[config.mk]
export PLATFORM = sky130hd
export DESIGN_NAME = fp_norm_round_flat
export DESIGN_NICKNAME = d
export VERILOG_FILES = /design/src/rtl/fp_pkg.sv /design/src/rtl/fp_norm_round_if.sv /design/src/rtl/fp_lzc.sv /design/src/rtl/fp_norm_round.sv /design/src/flat_wrapper.sv
export SDC_FILE = /design/constraint.sdc
export NUM_CORES = 1
export LEC_CHECK = 0
export CAP_MARGIN = 10
export CORE_MARGIN = 4
export CORE_UTILIZATION = 57
export DETAILED_ROUTE_END_ITERATION = 8
export PLACE_DENSITY = 0.8
export SLEW_MARGIN = 10
export SYNTH_ARGS = -nofsm -noshare
export SYNTH_HDL_FRONTEND = slang
export SYNTH_HIERARCHICAL = 1
export SYNTH_SLANG_ARGS = --single-unit
[constraint.sdc]
create_clock -name clk -period 4.3 [get_ports clk]
set_input_delay 1.29 -clock clk [delete_from_list [all_inputs] [get_ports clk]]
set_output_delay 1.29 -clock clk [all_outputs]
set_load 0.03 [all_outputs]
[src/rtl/fp_pkg.sv]
// Shared constants and types for the single-precision adder datapath:
// field widths, extended-mantissa bit positions and the raw-sum beat type.
package fp_pkg;

  localparam int EXP_W   = 8;
  localparam int MAN_W   = 28;
  localparam int FRAC_W  = 23;
  localparam int BIAS    = 127;
  localparam int EXP_MAX = 255;
  localparam int DATA_W  = 32;

  // Exponent arithmetic is done two bits wider and signed so that both
  // overflow past 255 and underflow below 1 stay visible.
  localparam int XEXP_W = 10;

  localparam int CARRY_BIT  = 27;
  localparam int HIDDEN_BIT = 26;
  localparam int LSB_BIT    = 3;
  localparam int G_BIT      = 2;
  localparam int R_BIT      = 1;
  localparam int S_BIT      = 0;

  typedef logic signed [XEXP_W-1:0] xexp_t;

  typedef struct packed {
    logic             sign;
    logic [EXP_W-1:0] exp;
    logic [MAN_W-1:0] mantis;
  } fp_raw_t;

endpackage

[src/rtl/fp_norm_round_if.sv]
// Valid/ready bus between the mantissa adder, the normalise/round stage
// and the result consumer.
interface fp_norm_round_if #(
  parameter int EXP_W = fp_pkg::EXP_W,
  parameter int MAN_W = fp_pkg::MAN_W
);
  logic             in_valid;
  logic             in_ready;
  logic             in_sign;
  logic [EXP_W-1:0] in_exp;
  logic [MAN_W-1:0] in_mantis;
  logic             out_valid;
  logic             out_ready;
  logic [31:0]      out_data;

  modport master (
    output in_valid, in_sign, in_exp, in_mantis, out_ready,
    input  in_ready, out_valid, out_data
  );

  modport slave (
    input  in_valid, in_sign, in_exp, in_mantis, out_ready,
    output in_ready, out_valid, out_data
  );
endinterface

[src/rtl/fp_lzc.sv]
// Leading-zero counter over the hidden bit and everything below it.
// An all-zero input reports 27.
module fp_lzc
  import fp_pkg::*;
(
  input  logic [HIDDEN_BIT:0] value,
  output logic [4:0]          count
);

  // NOTE: count gets its default before the loop, so no latch is inferred.
  always_comb begin
    count = 5'(HIDDEN_BIT + 1);
    for (int i = 0; i <= HIDDEN_BIT; i++) begin
      if (value[i]) count = 5'(HIDDEN_BIT - i);
    end
  end

endmodule

[src/rtl/fp_norm_round.sv]
// Three-stage normalise, round-to-nearest-even and binary32 pack for the
// adder datapath, with a single global stall driven by the output side.
module fp_norm_round #(
  parameter int EXP_W = fp_pkg::EXP_W,
  parameter int MAN_W = fp_pkg::MAN_W
) (
  input logic            clk,
  input logic            rst,
  fp_norm_round_if.slave bus
);
  import fp_pkg::XEXP_W;
  import fp_pkg::EXP_MAX;
  import fp_pkg::CARRY_BIT;
  import fp_pkg::HIDDEN_BIT;
  import fp_pkg::LSB_BIT;
  import fp_pkg::G_BIT;
  import fp_pkg::R_BIT;
  import fp_pkg::S_BIT;
  import fp_pkg::xexp_t;
  import fp_pkg::fp_raw_t;

  logic en;
  logic v1, v2, v3;

  assign en           = !(v3 && !bus.out_ready);
  assign bus.in_ready = en;
  assign bus.out_valid = v3;

  // ---------------- S1: capture and count ----------------
  fp_raw_t    in_raw;
  logic [4:0] lzc;
  xexp_t      exp_ext;
  xexp_t      exp_adj_in;

  assign in_raw  = {bus.in_sign, bus.in_exp, bus.in_mantis};
  assign exp_ext = xexp_t'({{(XEXP_W - EXP_W){1'b0}}, in_raw.exp});

  fp_lzc u_lzc (
    .value (in_raw.mantis[HIDDEN_BIT:0]),
    .count (lzc)
  );

  assign exp_adj_in = in_raw.mantis[CARRY_BIT] ? exp_ext + 10'sd1
                                               : exp_ext - xexp_t'({5'b0, lzc});

  logic             s1_sign, s1_carry, s1_zero;
  logic [MAN_W-1:0] s1_mantis;
  logic [4:0]       s1_lzc;
  xexp_t            s1_exp_adj;

  // NOTE: sequential state uses <= so every stage samples pre-edge values.
  always_ff @(posedge clk) begin
    if (rst)     v1 <= 1'b0;
    else if (en) v1 <= bus.in_valid;
  end

  // NOTE: datapath registers carry no reset; only the valids and out_data are cleared.
  always_ff @(posedge clk) begin
    if (en && bus.in_valid) begin
      s1_sign    <= in_raw.sign;
      s1_mantis  <= in_raw.mantis;
      s1_carry   <= in_raw.mantis[CARRY_BIT];
      s1_lzc     <= lzc;
      s1_exp_adj <= exp_adj_in;
      s1_zero    <= (in_raw.mantis == '0) || (in_raw.exp == '0);
    end
  end

  // ---------------- S2: shift ----------------
  logic [MAN_W-1:0] shifted;

  // The bit pushed out by the right shift folds into the new sticky.
  assign shifted = s1_carry ? {1'b0, s1_mantis[CARRY_BIT:2], s1_mantis[1] | s1_mantis[0]}
                            : s1_mantis << s1_lzc;

  logic             s2_sign, s2_zero, s2_flush;
  logic [MAN_W-1:0] s2_mantis;
  xexp_t            s2_exp_adj;

  always_ff @(posedge clk) begin
    if (rst)     v2 <= 1'b0;
    else if (en) v2 <= v1;
  end

  always_ff @(posedge clk) begin
    if (en && v1) begin
      s2_sign    <= s1_sign;
      s2_mantis  <= shifted;
      s2_exp_adj <= s1_exp_adj;
      s2_zero    <= s1_zero;
      s2_flush   <= (s1_exp_adj <= 10'sd0);
    end
  end

  // ---------------- S3: round and pack ----------------
  logic        round_inc;
  logic [24:0] sig_sum;
  logic        round_carry;
  xexp_t       exp_round;
  logic [22:0] frac;
  logic [31:0] packed_word;

  assign round_inc   = s2_mantis[G_BIT] &
                       (s2_mantis[R_BIT] | s2_mantis[S_BIT] | s2_mantis[LSB_BIT]);
  assign sig_sum     = {1'b0, s2_mantis[HIDDEN_BIT:LSB_BIT]} + {24'b0, round_inc};
  assign round_carry = sig_sum[24];
  assign exp_round   = s2_exp_adj + xexp_t'({9'b0, round_carry});
  assign frac        = round_carry ? 23'b0 : sig_sum[22:0];

  always_comb begin
    if (s2_zero || s2_flush)
      packed_word = {s2_sign, 31'b0};
    else if (exp_round >= xexp_t'(EXP_MAX))
      packed_word = {s2_sign, 8'hFF, 23'b0};
    else
      packed_word = {s2_sign, exp_round[7:0], frac};
  end

  always_ff @(posedge clk) begin
    if (rst) begin
      v3           <= 1'b0;
      bus.out_data <= '0;
    end else if (en) begin
      v3 <= v2;
      if (v2) bus.out_data <= packed_word;
    end
  end

endmodule

[src/flat_wrapper.sv]
// flat-port wrapper written by rule: the top's interface ports become plain ports
module fp_norm_round_flat import fp_pkg::XEXP_W; import fp_pkg::EXP_MAX; import fp_pkg::CARRY_BIT; import fp_pkg::HIDDEN_BIT; import fp_pkg::LSB_BIT; import fp_pkg::G_BIT; import fp_pkg::R_BIT; import fp_pkg::S_BIT; import fp_pkg::xexp_t; import fp_pkg::fp_raw_t;
#(
  parameter int EXP_W = fp_pkg::EXP_W,
  parameter int MAN_W = fp_pkg::MAN_W
)
  (clk, rst, bus_in_valid, bus_in_sign, bus_in_exp, bus_in_mantis, bus_out_ready, bus_in_ready, bus_out_valid, bus_out_data);
  fp_norm_round_if #(.EXP_W(EXP_W), .MAN_W(MAN_W)) bus_i ();
  input logic clk;
  input logic rst;
  input wire logic [$bits(bus_i.in_valid)-1:0] bus_in_valid;
  input wire logic [$bits(bus_i.in_sign)-1:0] bus_in_sign;
  input wire logic [$bits(bus_i.in_exp)-1:0] bus_in_exp;
  input wire logic [$bits(bus_i.in_mantis)-1:0] bus_in_mantis;
  input wire logic [$bits(bus_i.out_ready)-1:0] bus_out_ready;
  output wire logic [$bits(bus_i.in_ready)-1:0] bus_in_ready;
  output wire logic [$bits(bus_i.out_valid)-1:0] bus_out_valid;
  output wire logic [$bits(bus_i.out_data)-1:0] bus_out_data;
  assign bus_i.in_valid = bus_in_valid;
  assign bus_i.in_sign = bus_in_sign;
  assign bus_i.in_exp = bus_in_exp;
  assign bus_i.in_mantis = bus_in_mantis;
  assign bus_i.out_ready = bus_out_ready;
  assign bus_in_ready = bus_i.in_ready;
  assign bus_out_valid = bus_i.out_valid;
  assign bus_out_data = bus_i.out_data;
  fp_norm_round #(.EXP_W(EXP_W), .MAN_W(MAN_W)) u_core (.clk(clk), .rst(rst), .bus(bus_i));
endmodule
Word-level counts from Yosys, hierarchy flattened

Cells that the tools add are included.

Latch bits: 0
RAM bits: 0
Input bits: 41
Memories kept: 0
Logic and storage cells: 69
Flip-flop bits (word level): 121
Output and inout port bits: 34
ROM bits: 0

Eq/ne operators: 0
Multiplexer cells: 32
Bitwise operators: 5
Divide/modulo/power cells: 0
Add/sub/neg operators: 4
Reduce and logical (&&, ||, !) cells: 10
Multipliers: 0
Shifts and indexed selects: 1
$lt $le $gt $ge: 2

Operators with widths:

| operator              | count |
|---|---|
| $mux W5               | 26 |
| $mux W31              | 2 |
| $logic_not A28 Y1     | 1 |
| $shl A28 B5 Y27       | 1 |
| $mux W27              | 1 |
| $add A24 B1 Y25       | 1 |
| $mux W23              | 1 |
| $add A10 B2 Y10       | 1 |
| $ge A10 B9 Y1 const B | 1 |
| $le A10 B1 Y1 const B | 1 |
| $mux W10              | 1 |
| $add A8 B1 Y9 const B | 1 |
| $sub A8 B5 Y9         | 1 |
| $logic_not A8 Y1      | 1 |
| $logic_and A1 B1 Y1   | 3 |
| $or A1 B1 Y1          | 3 |
| $logic_not A1 Y1      | 2 |
| $logic_or A1 B1 Y1    | 2 |
| $reduce_and A2 Y1     | 1 |
| $and A1 B1 Y1         | 1 |
| $mux W1               | 1 |
| $not A1 Y1            | 1 |

Longest topological paths before layout

Gate-level depths: netlist of the first run.

Depth after elaboration: 29
Depth in mapped cells: 14
Mapped depth without buffers: 13

By module

Netlist of the first run, hierarchy kept.

Modules (own cells, without submodules):

| module        | seq. area each (sq um) | instances | cells an instance | area an instance (sq um) |
|---|---|---|---|---|
| fp_norm_round | 3,253.1                | 1         | 632               | 6,662.6 |
| fp_lzc        | 0.0                    | 1         | 51                | 277.8 |

Worst setup path before layout of the first run

No wires, ideal clock.

Path type: input port to flip-flop
Start point: input bus_in_mantis[10]
End point: register u_core.s1_exp_adj[6], data pin
Stages on the path: 12
Required time: 4,035 ps
Data arrival time: 3,315 ps
Path slack: 720 ps
Buffers on the path: 0
Setup time: 265 ps
Cells stage by stage: or4_1 o21ai_1 nand2_1 a21oi_2 inv_1 ha_1 nor2b_1 o21a_1 o21ai_0 nand2_1 o21ai_0 xor2_1

Word-level cells in the longest chain between the ends: 19

Ends and longest elaborated chain:

| element                  | line                | text |
|---|---|---|
| from (decl)              | flat_wrapper.sv:14  | `input wire logic [$bits(bus_i.in_mantis)-1:0] bus_in_mantis;` |
| $mux W5 (17 in a row)    | fp_lzc.sv:14        | `if (value[i]) count = 5'(HIDDEN_BIT - i);` |
| net u_core.lzc[2]        | fp_norm_round.sv:31 | `logic [4:0] lzc;` |
| $sub A8 B5 Y9            | fp_norm_round.sv:44 | `: exp_ext - xexp_t'({5'b0, lzc});` |
| $mux W10                 | fp_norm_round.sv:43 | `assign exp_adj_in = in_raw.mantis[CARRY_BIT] ? exp_ext + 10'sd1` |
| net u_core.exp_adj_in[6] | fp_norm_round.sv:33 | `xexp_t exp_adj_in;` |
| to (signal assigned)     | fp_norm_round.sv:64 | `s1_exp_adj <= exp_adj_in;` |
| to (decl)                | fp_norm_round.sv:49 | `xexp_t s1_exp_adj;` |

The timed path passes the listed nets, and every way through them passes these cells.
A chain may end at the register's enable or synchronous reset.

Worst setup path in the final report of the first run

Start point: input bus_in_mantis[0]
End point: register u_core.s1_exp_adj[6], data pin

Word-level cells in the longest chain between the ends: 29

Ends and longest elaborated chain:

| element                  | line |
|---|---|
| $mux W1                  | fp_lzc.sv:14 |
| $mux W5 (26 in a row)    | fp_lzc.sv:14 |
| net u_core.lzc[0]        | fp_norm_round.sv:31 |
| $sub A8 B5 Y9            | fp_norm_round.sv:44 |
| $mux W10                 | fp_norm_round.sv:43 |
| net u_core.exp_adj_in[6] | fp_norm_round.sv:33 |

The timed path passes the listed nets, and every way through them passes these cells.

==> impl_metrics.xml, run 1 <==
<?xml version="1.0" encoding="UTF-8"?>
<metrics>
  <group name="route">
    <metric name="dr.pass1.iters" unit="">5</metric>
    <metric name="via_count" unit="">5715</metric>
    <metric name="detail_route.iter0.violations" unit="">429</metric>
    <metric name="drc" unit="">0</metric>
    <metric name="vias_per_cell" unit="">6.11</metric>
    <metric name="totalWireLength" unit="mm">17.8</metric>
    <metric name="final_antenna_net_count" unit="">0</metric>
    <metric name="wire_per_inst" unit="um">19.1</metric>
  </group>
  <group name="critical_path">
    <metric name="cp.required" unit="ns">4.45</metric>
    <metric name="timing.critical_path.from" unit="">bus_in_mantis[0]</metric>
    <metric name="path_max_fanout" unit="">3</metric>
    <metric name="setup.worst_path.class" unit="">in2reg</metric>
    <metric name="count_of_cells_along_the_worst_register_to_register_path" unit="">13</metric>
    <metric name="setup_slack_of_the_worst_register_to_register_path" unit="ns">0.56</metric>
    <metric name="slowest_stage" unit="">clkdlybuf4s50_1</metric>
    <metric name="worstPathArrival" unit="ns">4.15</metric>
    <metric name="cp_common_cell" unit="">o21ai_0</metric>
    <metric name="endpoint_type_of_the_worst_setup_path" unit="">register</metric>
    <metric name="worst_r2r_endpoint" unit="">u_core/bus.out_data[15]$_SDFFE_PP0P_</metric>
    <metric name="critical_path.max_stage_delay" unit="ns">0.51</metric>
    <metric name="r2r_start" unit="">u_core/s2_mantis[2]$_DFFE_PP_</metric>
    <metric name="type_of_origin_of_the_critical_path" unit="">primary input</metric>
    <metric name="cp_cell_sequence" unit="">clkdlybuf4s50_1, nand2b_1, a2111oi_0, o221a_1, o22ai_1, ha_1, fa_1, nor2b_1, o21a_1, o21ai_0, nand2_1, o21ai_0, xor2_1</metric>
  </group>
  <group name="synthesis">
    <metric name="cell_taking_the_most_area_after_synthesis" unit="">edfxtp_1</metric>
    <metric name="synth-seq-area-share" unit="">0.469</metric>
    <metric name="postSynth.topFlopCell" unit="">edfxtp_1</metric>
    <metric name="synth_top_area_share" unit="">0.368</metric>
    <metric name="synth.cells.most_frequent" unit="">nand2_1 (95), edfxtp_1 (85), nor2_1 (57)</metric>
    <metric name="syn_area" unit="mm^2">0.00694</metric>
    <metric name="postSynthRegisterBits" unit="">120</metric>
    <metric name="synth.net_count" unit="">735</metric>
    <metric name="synth.top_cells.by_area" unit="">edfxtp_1 (37%), dfxtp_1 (10%), mux2i_1 (5.2%)</metric>
    <metric name="per_instance_average_area_after_synthesis" unit="um^2">10.2</metric>
    <metric name="yosysWarningCount" unit="">6</metric>
    <metric name="postSynth.asyncResetShare" unit="">0</metric>
    <metric name="synth_most_common_cell" unit="">nand2_1</metric>
    <metric name="postSynthCellCount" unit="">683</metric>
    <metric name="number_of_synthesized_flops_with_an_enable_pin" unit="">85</metric>
    <metric name="post_synth_cell_types" unit="">75</metric>
  </group>
  <group name="grt">
    <metric name="first_global_vias" unit="">5502</metric>
    <metric name="grt.overflow.total" unit="">0</metric>
    <metric name="initial_antenna_violation_count" unit="">0</metric>
    <metric name="grt_use_met1" unit="">0.313</metric>
    <metric name="grt_busiest_layer" unit="">met2</metric>
    <metric name="grt_util_met3" unit="">0.0526</metric>
    <metric name="track_usage" unit="">0.255</metric>
    <metric name="grt_util_met2" unit="">0.427</metric>
    <metric name="grt_start_max_net_pins" unit="">46</metric>
    <metric name="grt_pass1_wl" unit="mm">28.1</metric>
  </group>
  <group name="cts">
    <metric name="htree_levels" unit="">4</metric>
    <metric name="clk-insertion-delay-late" unit="ns">0.42</metric>
    <metric name="clk_path_buf_depth" unit="">2</metric>
    <metric name="post_cts.resized_instances" unit="">0</metric>
    <metric name="cts_tree" unit="">yes</metric>
    <metric name="cts_setup_buffers" unit="">0</metric>
    <metric name="cts_root_buffer" unit="">clkbuf_16</metric>
    <metric name="cts-hold-fix-buffers" unit="">0</metric>
    <metric name="cts_inserted_buffers" unit="">17</metric>
    <metric name="cts.clk_slew.worst_paths" unit="ns">0.05</metric>
    <metric name="clock-sinks" unit="">120</metric>
  </group>
  <group name="final_layout">
    <metric name="finish.instance_area" unit="mm^2">0.00852</metric>
    <metric name="antennaDiodeCount" unit="">0</metric>
    <metric name="fillCellCount" unit="">868</metric>
    <metric name="finish.net_count" unit="">827</metric>
    <metric name="flow.area_growth_from_synthesis" unit="%">22.8</metric>
    <metric name="final_layout_size_suffix_gt1_frac" unit="">0.152</metric>
  </group>
  <group name="placement">
    <metric name="io_buffers" unit="">74</metric>
    <metric name="gp_congestion" unit="">0.997</metric>
    <metric name="detailedPlacementHpwl" unit="mm">13.5</metric>
    <metric name="dpl_cell_area" unit="mm^2">0.00794</metric>
  </group>
  <group name="sta">
    <metric name="period_minus_slack" unit="ns">4.00</metric>
    <metric name="slew-limit-headroom" unit="">0.278</metric>
    <metric name="worst_clock_skew" unit="ns">0.00824</metric>
    <metric name="max_slew.worst_pin.slew" unit="ns">1.08</metric>
    <metric name="setup_violations" unit="">0</metric>
    <metric name="fin_hold_ws" unit="ns">0.416</metric>
    <metric name="grt_setup_unrepaired" unit="">false</metric>
    <metric name="final_max_slew_viol_count" unit="">0</metric>
    <metric name="highest_clock_rate" unit="MHz">250</metric>
    <metric name="finalSetupTns" unit="ns">0</metric>
    <metric name="hold_violations" unit="">0</metric>
    <metric name="layout_worst_path_cycle_share" unit="">0.929</metric>
  </group>
  <group name="worst_hold_path">
    <metric name="timing.hold.worst.start" unit="">u_core/s1_sign$_DFFE_PP_</metric>
    <metric name="whs_path_depth" unit="">0</metric>
    <metric name="hold_crit_class" unit="">reg2reg</metric>
    <metric name="min_delay_worst_endpoint" unit="">u_core/s2_sign$_DFFE_PP_</metric>
  </group>
  <group name="die">
    <metric name="chipHeight" unit="um">118</metric>
    <metric name="floorplan.initialDensity" unit="">0.580</metric>
    <metric name="design.die.area" unit="mm^2">0.0140</metric>
    <metric name="design.core.area" unit="mm^2">0.0120</metric>
    <metric name="rows" unit="">40</metric>
    <metric name="floorplan.die.width" unit="um">118</metric>
    <metric name="top_level_ports" unit="">75</metric>
  </group>
  <group name="pwr">
    <metric name="power_leakage" unit="nW">3.10</metric>
    <metric name="power.share.switching" unit="">0.247</metric>
    <metric name="clockPowerShare" unit="">0.427</metric>
    <metric name="power.sequential.fraction" unit="">0.440</metric>
    <metric name="internal_power" unit="mW">2.36</metric>
    <metric name="vdd_ir_drop_max" unit="uV">195</metric>
    <metric name="power.net_switching" unit="mW">0.771</metric>
    <metric name="power.combinational.fraction" unit="">0.133</metric>
    <metric name="power-per-cell-area" unit="mW/mm^2">367</metric>
  </group>
  <group name="status">
    <metric name="status" unit="">completed</metric>
  </group>
  <group name="run">
    <metric name="cap_viol_max_count" unit="">0</metric>
  </group>
</metrics>
## state kept, by name, summed over array words and instances (netlist names)
register and cells:
u_core/bus.out_data 32, u_core/s1_mantis 27, u_core/s2_mantis 27, u_core/s1_exp_adj 10, u_core/s2_exp_adj 10, u_core/s1_lzc 5
u_core/bus.out_valid 1, u_core/s1_carry 1, u_core/s1_sign 1, u_core/s1_zero 1, u_core/s2_flush 1, u_core/s2_sign 1
u_core/s2_zero 1, u_core/v1 1, u_core/v2 1
## how the worst max path moves through the flow
stage	endpoint	slack, ns	depth (start not counted)
2_1_floorplan	u_core/s1_exp_adj[6]$_DFFE_PP_	0.72	12
3_3_place_gp	u_core/s1_exp_adj[8]$_DFFE_PP_	0.13	13
3_5_place_dp	u_core/s1_exp_adj[6]$_DFFE_PP_	-0.06	13
4_1_cts	u_core/s1_exp_adj[6]$_DFFE_PP_	0.38	13
5_1_grt	u_core/s1_exp_adj[6]$_DFFE_PP_	0.16	13
6_report	u_core/s1_exp_adj[6]$_DFFE_PP_	0.30	13
## power by group through the flow
stage / combinational [mW] / clock, mW / sequential (mW)
floorplan: 0.263 / 0 / 1.37
global placement: 0.401 / 0 / 1.40
detailed placement: 0.405 / 0 / 1.40
CTS: 0.409 / 1.36 / 1.37
global route: 0.447 / 1.41 / 1.38
finish: 0.414 / 1.34 / 1.38
## layer usage
layer	routed length [um]	vias to the layer above	part of all wire
met4	672	0	0.038
li1	-	2732	-
met2	8690	261	0.49
met3	1010	51	0.057
met1	7450	2671	0.42
met5	0	-	0
## worst max-delay path: cells and delay by family
kind	cells	cell delay [ns]
compound gates	6	1.20
fa+ha+maj	2	0.63
simple gates	3	0.34
buf+inv	1	0.51
xor+xnor	1	0.17
## layout by cell type, fill, tap and decap left out, drive strengths merged, types with 14 or more instances in the layout
master / instances
nand2: 96
edfxtp: 85
clkdlybuf4s50: 74
o21ai: 60
nor2: 57
mux2i: 36
dfxtp: 35
buf: 31
clkbuf: 27
xnor2: 25
a21oi: 25
inv: 24
nand3: 18
nor4: 18
nor3: 15
mux2: 14
## area by class of cell
type	count	area, um^2	area share
clock buffers	27	544	0.0639
clock inverters	5	31.3	0.00367
inverters	22	82.6	0.00969
multi-input cells	509	3450	0.405
flip-flops and latches	120	3250	0.382
well taps	147	184	0.0216
repair buffers	105	973	0.114
## cells by family after synthesis
family,count (synthesis),share of synthesized area
xor+xnor,35,0.0442
fa+ha+maj,11,0.0209
flops,120,0.469
mux,58,0.101
simple gates,256,0.180
compound gates,149,0.151
buf+inv,54,0.0348
## per-stage QoR
| step | total power, mW | utilization | setup slack [ns] | std cells |
|---|---|---|---|---|
| 2_1_floorplan | 1.63 | - | 0.720 | 683 |
| 3_5_place_dp | 1.80 | 0.664 | -0.0643 | 903 |
| 5_1_grt | 3.24 | 0.712 | 0.160 | 935 |
| 3_3_place_gp | 1.80 | 0.664 | 0.126 | 903 |
| 6_report | 3.13 | 0.712 | 0.304 | 935 |
| 4_1_cts | 3.14 | 0.712 | 0.381 | 935 |
Power figures use the tool's default switching activity.
==> run 2, diff against run 1 <==
==> constraint.sdc (replaced) <==
create_clock -name clk -period 4.3 [get_ports clk]
set_input_delay 1.29 -clock clk [delete_from_list [all_inputs] [get_ports clk]]
set_output_delay 1.29 -clock clk [all_outputs]
set_load 0.1 [all_outputs]
==> run 2 against run 1 <==
Net effect:
- die area did not move
- worst hold slack got worse by 0.0049 ns
- flip-flop and latch count did not move
- power rose by 0.28%
- maximum frequency rose by 1.8%
- first-iteration DRC count rose by 22%
- non-clock buffer count fell by 2
- wire length rose by 2.3%
- critical endpoint is now u_core/s1_exp_adj[8]$_DFFE_PP_
- largest cell class unchanged
==> impl_metrics.xml, run 2 (synthesis results as in run 1) <==
<?xml version="1.0" encoding="UTF-8"?>
<metrics>
  <group name="status">
    <metric name="status" unit="">completed</metric>
  </group>
  <group name="sta">
    <metric name="grt_setup_unrepaired" unit="">false</metric>
    <metric name="hold_violations" unit="">0</metric>
    <metric name="setup_violations" unit="">0</metric>
    <metric name="final_max_slew_viol_count" unit="">0</metric>
    <metric name="highest_clock_rate" unit="MHz">255</metric>
    <metric name="worst_clock_skew" unit="ns">0.0103</metric>
    <metric name="fin_hold_ws" unit="ns">0.412</metric>
    <metric name="period_minus_slack" unit="ns">3.93</metric>
    <metric name="layout_worst_path_cycle_share" unit="">0.913</metric>
    <metric name="slew-limit-headroom" unit="">0.312</metric>
    <metric name="max_slew.worst_pin.slew" unit="ns">1.03</metric>
  </group>
  <group name="critical_path">
    <metric name="type_of_origin_of_the_critical_path" unit="">primary input</metric>
    <metric name="cp.required" unit="ns">4.46</metric>
    <metric name="path_max_fanout" unit="">4</metric>
    <metric name="worstPathArrival" unit="ns">4.09</metric>
    <metric name="endpoint_type_of_the_worst_setup_path" unit="">register</metric>
    <metric name="setup.worst_path.class" unit="">in2reg</metric>
  </group>
  <group name="grt">
    <metric name="grt_start_max_net_pins" unit="">46</metric>
    <metric name="grt.overflow.total" unit="">0</metric>
    <metric name="track_usage" unit="">0.265</metric>
    <metric name="grt_pass1_wl" unit="mm">29.1</metric>
    <metric name="first_global_vias" unit="">5618</metric>
    <metric name="initial_antenna_violation_count" unit="">0</metric>
  </group>
  <group name="pwr">
    <metric name="internal_power" unit="mW">2.34</metric>
    <metric name="vdd_ir_drop_max" unit="uV">193</metric>
    <metric name="power_leakage" unit="nW">3.09</metric>
    <metric name="clockPowerShare" unit="">0.421</metric>
    <metric name="power.share.switching" unit="">0.255</metric>
    <metric name="power.sequential.fraction" unit="">0.441</metric>
    <metric name="power.combinational.fraction" unit="">0.138</metric>
    <metric name="power-per-cell-area" unit="mW/mm^2">369</metric>
    <metric name="power.net_switching" unit="mW">0.799</metric>
  </group>
  <group name="route">
    <metric name="final_antenna_net_count" unit="">0</metric>
    <metric name="drc" unit="">0</metric>
    <metric name="totalWireLength" unit="mm">18.2</metric>
    <metric name="dr.pass1.iters" unit="">5</metric>
    <metric name="detail_route.iter0.violations" unit="">525</metric>
    <metric name="via_count" unit="">5748</metric>
    <metric name="wire_per_inst" unit="um">19.6</metric>
    <metric name="vias_per_cell" unit="">6.17</metric>
  </group>
  <group name="final_layout">
    <metric name="largest_registers" unit="">u_core/bus.out_data (32), u_core/s1_mantis (27), u_core/s2_mantis (27)</metric>
    <metric name="antennaDiodeCount" unit="">0</metric>
    <metric name="flow.area_growth_from_synthesis" unit="%">22.5</metric>
    <metric name="mostFrequentLayoutCells" unit="">nand2_1 (95), edfxtp_1 (85), clkdlybuf4s50_1 (73)</metric>
    <metric name="finish.net_count" unit="">825</metric>
    <metric name="stdcell_count" unit="">932</metric>
    <metric name="largest_register_ffs" unit="">32</metric>
    <metric name="final_layout_size_suffix_gt1_frac" unit="">0.152</metric>
    <metric name="max_flop_register" unit="">u_core/bus.out_data</metric>
    <metric name="layout_commonest_cell" unit="">nand2_1</metric>
  </group>
  <group name="cts">
    <metric name="cts_root_buffer" unit="">clkbuf_16</metric>
    <metric name="cts_setup_buffers" unit="">0</metric>
    <metric name="clk_path_buf_depth" unit="">2</metric>
    <metric name="cts_inserted_buffers" unit="">17</metric>
    <metric name="post_cts.resized_instances" unit="">0</metric>
    <metric name="cts-hold-fix-buffers" unit="">0</metric>
    <metric name="clock-sinks" unit="">120</metric>
    <metric name="cts.clk_slew.worst_paths" unit="ns">0.05</metric>
    <metric name="cts_tree" unit="">yes</metric>
    <metric name="clk-insertion-delay-late" unit="ns">0.42</metric>
    <metric name="htree_levels" unit="">4</metric>
  </group>
  <group name="worst_hold_path">
    <metric name="hold_crit_class" unit="">reg2reg</metric>
  </group>
  <group name="placement">
    <metric name="detailedPlacementHpwl" unit="mm">13.9</metric>
    <metric name="io_buffers" unit="">74</metric>
    <metric name="post-place-cells" unit="">901</metric>
    <metric name="gp_congestion" unit="">1.04</metric>
  </group>
  <group name="die">
    <metric name="chipHeight" unit="um">118</metric>
    <metric name="floorplan.die.width" unit="um">118</metric>
    <metric name="rows" unit="">40</metric>
    <metric name="design.die.area" unit="mm^2">0.0140</metric>
    <metric name="top_level_ports" unit="">75</metric>
    <metric name="design.core.area" unit="mm^2">0.0120</metric>
    <metric name="floorplan.initialDensity" unit="">0.580</metric>
  </group>
  <group name="run">
    <metric name="cap_viol_max_count" unit="">0</metric>
  </group>
</metrics>
run 2: cell type report:
| type | instances | area [um^2] |
|---|---|---|
| fillers | 876 | 3460 |
| multi-input cells | 509 | 3450 |
| flip-flops and latches | 120 | 3250 |
| repair buffers | 103 | 968 |
| clock buffers | 24 | 524 |
| well taps | 147 | 184 |
| inverters | 22 | 82.6 |
| clock inverters | 7 | 38.8 |
run 2: power groups by stage:
stage	Clock [mW]	Combinational (mW)	Sequential, mW
floorplan	0	0.264	1.39
global placement	0	0.418	1.40
detailed placement	0	0.423	1.40
CTS	1.34	0.427	1.38
global route	1.40	0.465	1.39
finish	1.32	0.432	1.38
run 2: worst max-delay path: stages:
cell,delay [ns]
clkdlybuf4s50_1,0.47
nand2b_1,0.17
a2111oi_0,0.38
o221a_1,0.28
o22ai_1,0.11
ha_1,0.23
fa_1,0.39
nor2b_1,0.13
o21a_1,0.13
o21ai_0,0.10
nand2_1,0.11
nor4_1,0.07
a41o_1,0.23
run 2: final timing paths:
check,endpoint,start,cells past startpoint,slack (ns)
worst max register to register,u_core/bus.out_data[13]$_SDFFE_PP0P_,u_core/s2_mantis[2]$_DFFE_PP_,13,0.54
worst max-delay path,u_core/s1_exp_adj[8]$_DFFE_PP_,bus_in_mantis[1],13,0.37
worst min-delay path,u_core/s2_zero$_DFFE_PP_,u_core/s1_zero$_DFFE_PP_,0,0.41
worst min register to register,u_core/s2_zero$_DFFE_PP_,u_core/s1_zero$_DFFE_PP_,0,0.41
run 2: stage by stage:
stage	utilization	setup TNS (ns)	worst slack [ns]	instance area (um^2)	power, mW
after floorplan	-	0	0.720	6940	1.65
after global placement	0.664	0	0.0383	7940	1.82
after detailed placement	0.664	-0.0171	-0.0171	7940	1.83
after CTS	0.711	0	0.409	8500	3.15
after global routing	0.711	0	0.0526	8500	3.26
final	0.711	0	0.373	8500	3.14
run 2: routing by layer:
layer | GRT usage | wire length (um)
met1 | 0.322 | 7400
met5 | 0 | 0
met3 | 0.0550 | 1070
met2 | 0.446 | 8920
met4 | 0.135 | 833
==> patch 1, RTL diff (settings of run 2) <==
Set the package constant `LSB_BIT` to 6 (it was 3).
--- a/src/rtl/fp_pkg.sv
+++ b/src/rtl/fp_pkg.sv
@@ -15,7 +15,7 @@
 
   localparam int CARRY_BIT  = 27;
   localparam int HIDDEN_BIT = 26;
-  localparam int LSB_BIT    = 3;
+  localparam int LSB_BIT    = 6;
   localparam int G_BIT      = 2;
   localparam int R_BIT      = 1;
   localparam int S_BIT      = 0;
Behaviour: not the same (Yosys sat finds a counterexample within 4 cycles, from zero or initial values and one cycle with rst high).
==> patch 1 against run 2 <==
  * Critical path type unchanged
  * Power rose by 2.4%
  * Sequential cell count is 4 lower
  * Area after synthesis shrank 6.3%
  * Die area decreased by 5.9%
  * Design area shrank 6.5%
  * Worst setup slack worse by 0.18 ns
  * Worst hold slack better by 0.0087 ns
  * Critical path depth unchanged
  * Register-to-register slack gained 1.2 ns
  * Highest routed layer unchanged
  * Wire length decreased by 17%
==> patch 1: results (changes against run 2) <==
- The count of distinct cell types in the synthesized netlist is 72 (-4.0%).
- The highest cell delay on the worst timing path is 0.52 ns (+0.05 ns).
- The net count of the mapped netlist is 665 (-9.5%).
- The placed wire-length estimate is 11.3 mm (-19%).
- The post-synthesis compound-gate area fraction came to 15.1% (+0.037 points).
- The number of filler instances in the final layout is 796 (-9.1%).
- The routability congestion estimate is 0.975 (-6.4%).
- The clock latency of the later-clocked register in the worst-skew pair is 0.41 ns.
- The number of vias per cell is 6.07 (-1.6%).
- The transition time at the pin with the least slew margin is 1.00 ns (-0.0312 ns).
- The final wirelength is 15.2 mm (-17%).
- The global-route wire length before repair is 24.6 mm (-16%).
- The synthesized-area fraction occupied by xor and xnor cells is 3.64% (-0.78 points).
- The number of buffers between clock root and the deepest sink is 2 (unchanged).
- The worst-case setup slack after placement is -0.110 ns (-0.0934 ns).
- The leakage power of the design came to 2.88 nW (-6.9%).
- The multiplexer share of the synthesized area is 11.0% (+0.99 points).
- The data arrival at the endpoint of the critical path was 4.27 ns (+0.18 ns).
- The clock skew is 0.0104 ns (+0.000126 ns).
- The critical-path maximum fanout is 2 (-2).
- The run finished with clean final reports.
- The DRC violation total after the first TritonRoute iteration came to 587 (+12%).
- The via count of the first global-routing pass is 5109 (-9.1%).
- The final net count is 745 (-9.7%).
- The largest registers in the layout are u_core/bus.out_data (31), u_core/s1_mantis (27), u_core/s2_mantis (24).
- The number of I/O port buffers is 73 (-1.4%).
- The fraction of final layout cells sized beyond drive strength 1 is 13.3% (-1.9 points).
- The number of enable flip-flop cells after synthesis is 82 (-3.5%).
- The combined global-route utilization of all metal layers came to 24.0% (-2.5 points).
- Ranked by instance count, the synthesized netlist is headed by 82 x sky130_fd_sc_hd__edfxtp_1, 67 x sky130_fd_sc_hd__nand2_1, 59 x sky130_fd_sc_hd__nor2_1.
patch 1: where the power goes:
part,leakage [nW],switching [W],internal (W)
logic,1.50,0.000252,0.000183
clock network,0.311,0.000456,0.00101
registers,1.07,0.0000454,0.00127
patch 1: cell type report:
class | count | share of cell area (%)
tap | 140 | 2.20
multi-input combinational | 447 | 38.3
clock buffer | 22 | 5.97
timing repair buffer | 92 | 11.1
sequential | 116 | 39.5
inverter | 21 | 0.992
clock inverter | 10 | 1.92
patch 1: worst paths after layout:
path	end	cells after the start	start	slack, ns
max	u_core/s1_exp_adj[8]	13	bus_in_mantis[3]	0.20
min	u_core/s2_sign	0	u_core/s1_sign	0.42
max reg2reg	u_core/s2_mantis[26]	7	u_core/s1_lzc[0]	1.73
min reg2reg	u_core/s2_sign	0	u_core/s1_sign	0.42
patch 1: kinds of logic after synthesis:
kind of cell,after synthesis
simple gates,207
compound gates,147
flops,116
mux,56
buf+inv,52
xor+xnor,27
fa+ha+maj,9
other cells,1
patch 1: routing by layer:
metal / GRT usage (%) / part of all wire [%] / vias to the layer above
li1: - / - / 2469
met1: 28.6 / 42 / 2410
met2: 40.6 / 49 / 230
met3: 5.74 / 5.9 / 37
met4: 12.1 / 2.9 / 0
met5: 0 / 0 / -
patch 1: worst max-delay path: cells and delay by family:
| family | cells | cell delay, ns |
|---|---|---|
| adder cells (fa/ha/maj) | 2 | 0.67 |
| buffers and inverters | 1 | 0.44 |
| AND/OR/NAND/NOR | 4 | 0.45 |
| AO/OA/AOI/OAI | 6 | 1.42 |
patch 1: per-stage QoR:
stage | setup TNS, ns | std cells | instance area (µm²)
global placement | 0 | 816 | 7320
CTS | 0 | 848 | 7950
global route | 0 | 848 | 7950
detailed placement | -0.243 | 816 | 7320
floorplan | 0 | 615 | 6500
finish | 0 | 848 | 7950
==> patch 2, RTL diff (config.mk and constraints of run 2) <==
Without the edit above. Make the reset (`rst`) asynchronous in 3 clocked blocks.
--- a/src/rtl/fp_norm_round.sv
+++ b/src/rtl/fp_norm_round.sv
@@ -49,7 +49,7 @@
   xexp_t            s1_exp_adj;
 
   // NOTE: sequential state uses <= so every stage samples pre-edge values.
-  always_ff @(posedge clk) begin
+  always_ff @(posedge clk or posedge rst) begin
     if (rst)     v1 <= 1'b0;
     else if (en) v1 <= bus.in_valid;
   end
@@ -77,7 +77,7 @@
   logic [MAN_W-1:0] s2_mantis;
   xexp_t            s2_exp_adj;
 
-  always_ff @(posedge clk) begin
+  always_ff @(posedge clk or posedge rst) begin
     if (rst)     v2 <= 1'b0;
     else if (en) v2 <= v1;
   end
@@ -116,7 +116,7 @@
       packed_word = {s2_sign, exp_round[7:0], frac};
   end
 
-  always_ff @(posedge clk) begin
+  always_ff @(posedge clk or posedge rst) begin
     if (rst) begin
       v3           <= 1'b0;
       bus.out_data <= '0;
Behaviour: differs if rst is asserted again (counterexample within 4 cycles, from zero or initial values and one cycle with rst high); with rst held inactive, the same outputs for 4 cycles.
==> patch 2 against run 2 <==
  * Register-to-register slack improved by 0.22 ns
  * Sequential cell count stayed put
  * Area after synthesis up 2.0%
  * Utilization fell by 0.38 points
  * Design area up 0.29%
  * Worst setup slack got worse by 0.037 ns
  * Highest routed layer unchanged
  * Wire length is 13% lower
Power is not compared: it rests on default switching activity, and its combinational part moved more than twofold at a synthesized area within 25%.
==> patch 2: results (changes against run 2) <==
- The routability congestion estimate is 0.950 (-8.8%).
- The count of distinct cell types in the synthesized netlist is 67 (-11%).
- The fraction of the yosys area taken by sequential cells is 48.4% (+1.5 points).
- By count the netlist is led by 85 x sky130_fd_sc_hd__edfxtp_1, 67 x sky130_fd_sc_hd__nand2_1, 44 x sky130_fd_sc_hd__nor2_1.
- The worst-case setup slack after placement came to -0.0306 ns (-0.0135 ns).
- The run finished with clean final reports.
- The largest net degree at the start of global routing is 46 (unchanged).
- After synthesis, the cell types taking the most area are sky130_fd_sc_hd__edfxtp_1 36%, sky130_fd_sc_hd__dfrtp_1 12%, sky130_fd_sc_hd__mux4_2 4.8%, sky130_fd_sc_hd__nand2_1 3.6%, sky130_fd_sc_hd__mux2i_1 3.5%.
- The post-synthesis compound-gate area fraction was 13.8% (-1.2 points).
- The clock edge transition at the registers on the reported setup and hold paths is 0.05 ns (about the same).
- The fraction of final layout cells sized beyond drive strength 1 came to 10.9% (-4.3 points).
- The number of vias per cell was 6.11 (-0.95%).
- The via count of the first global-routing pass was 5354 (-4.7%).
- The transition time at the pin with the least slew margin is 1.15 ns (+0.123 ns).
- The placed wire-length estimate is 11.7 mm (-16%).
- The global-route wire length before repair is 26.8 mm (-7.9%).
- The net count of the mapped netlist came to 687 (-6.5%).
- The cell area after placement came to 0.00796 mm² (+0.25%).
- The highest cell delay on the worst timing path came to 0.49 ns (+0.02 ns).
- The worst hold slack came to 0.418 ns (+0.00620 ns).
- The number of I/O port buffers is 74 (unchanged).
- The clock period minus worst slack is 3.96 ns (+0.0367 ns).
- The fraction of synthesis flops using an asynchronous set or reset pin is 29.2% (+29 points).
- The post-synthesis share of cell area spent on full adders, half adders and majority gates is 2.05% (-0.041 points).
- The combined global-route utilization of all metal layers is 23.6% (-2.9 points).
- The final net count is 764 (-7.4%).
- The data arrival at the endpoint of the critical path is 4.11 ns (+0.02 ns).
- The DRC violation total after the first TritonRoute iteration is 589 (+12%).
- The multiplexer share of the synthesized area is 12.0% (+1.9 points).
==> patch 2: routing by layer <==
layer  part of all wire, %  GRT usage [%]  vias up
met5                     0              0        -
met3                   5.8           5.08       36
met4                   2.9           9.95        0
met1                    43           30.7     2585
met2                    48           38.2      251
li1                      -              -     2583
==> patch 2: kinds of logic after synthesis <==
logic type | Yosys count
and+or+nand+nor | 213
muxes | 55
xor gates and xnor gates | 39
buffers and inverters | 53
AOI/OAI and AO/OA | 144
adders and majority gates | 11
DFF | 120
==> patch 2: area by class of cell <==
class / count / area [µm²]
fill: 872 / 3530
sequential: 120 / 3430
multi-input combinational: 462 / 3370
timing repair buffer: 91 / 878
clock buffer: 23 / 468
tap: 168 / 210
clock inverter: 9 / 100
inverter: 20 / 75.1
==> patch 2: worst paths after layout <==
path | end | startpoint | cells after the start
setup / recovery | u_core/s1_exp_adj[7] | bus_in_mantis[9] | 13
hold / removal | u_core/s2_sign | u_core/s1_sign | 0
setup reg to reg | u_core/bus.out_data[13] | u_core/s2_mantis[2] | 13
hold reg to reg | u_core/s2_sign | u_core/s1_sign | 0
max in group asynchronous | u_core/bus.out_data[1] | rst | 3
min in group asynchronous | u_core/bus.out_data[26] | rst | 3
==> patch 2: per-stage QoR <==
step | std cells | TNS (ns) | util, %
after CTS | 893 | 0 | 70.7
after global routing | 893 | 0 | 70.7
final | 893 | 0 | 70.7
after global placement | 861 | 0 | 66.0
after floorplan | 635 | 0 | -
after detailed placement | 861 | -0.0399 | 66.0
==> patch 2: where the power goes <==
group / leakage (nW) / internal (W) / switching, W
clock: 0.278 / 0.000876 / 0.000468
combinational: 1.62 / 0.000463 / 0.00110
sequential: 1.28 / 0.00149 / 0.000183
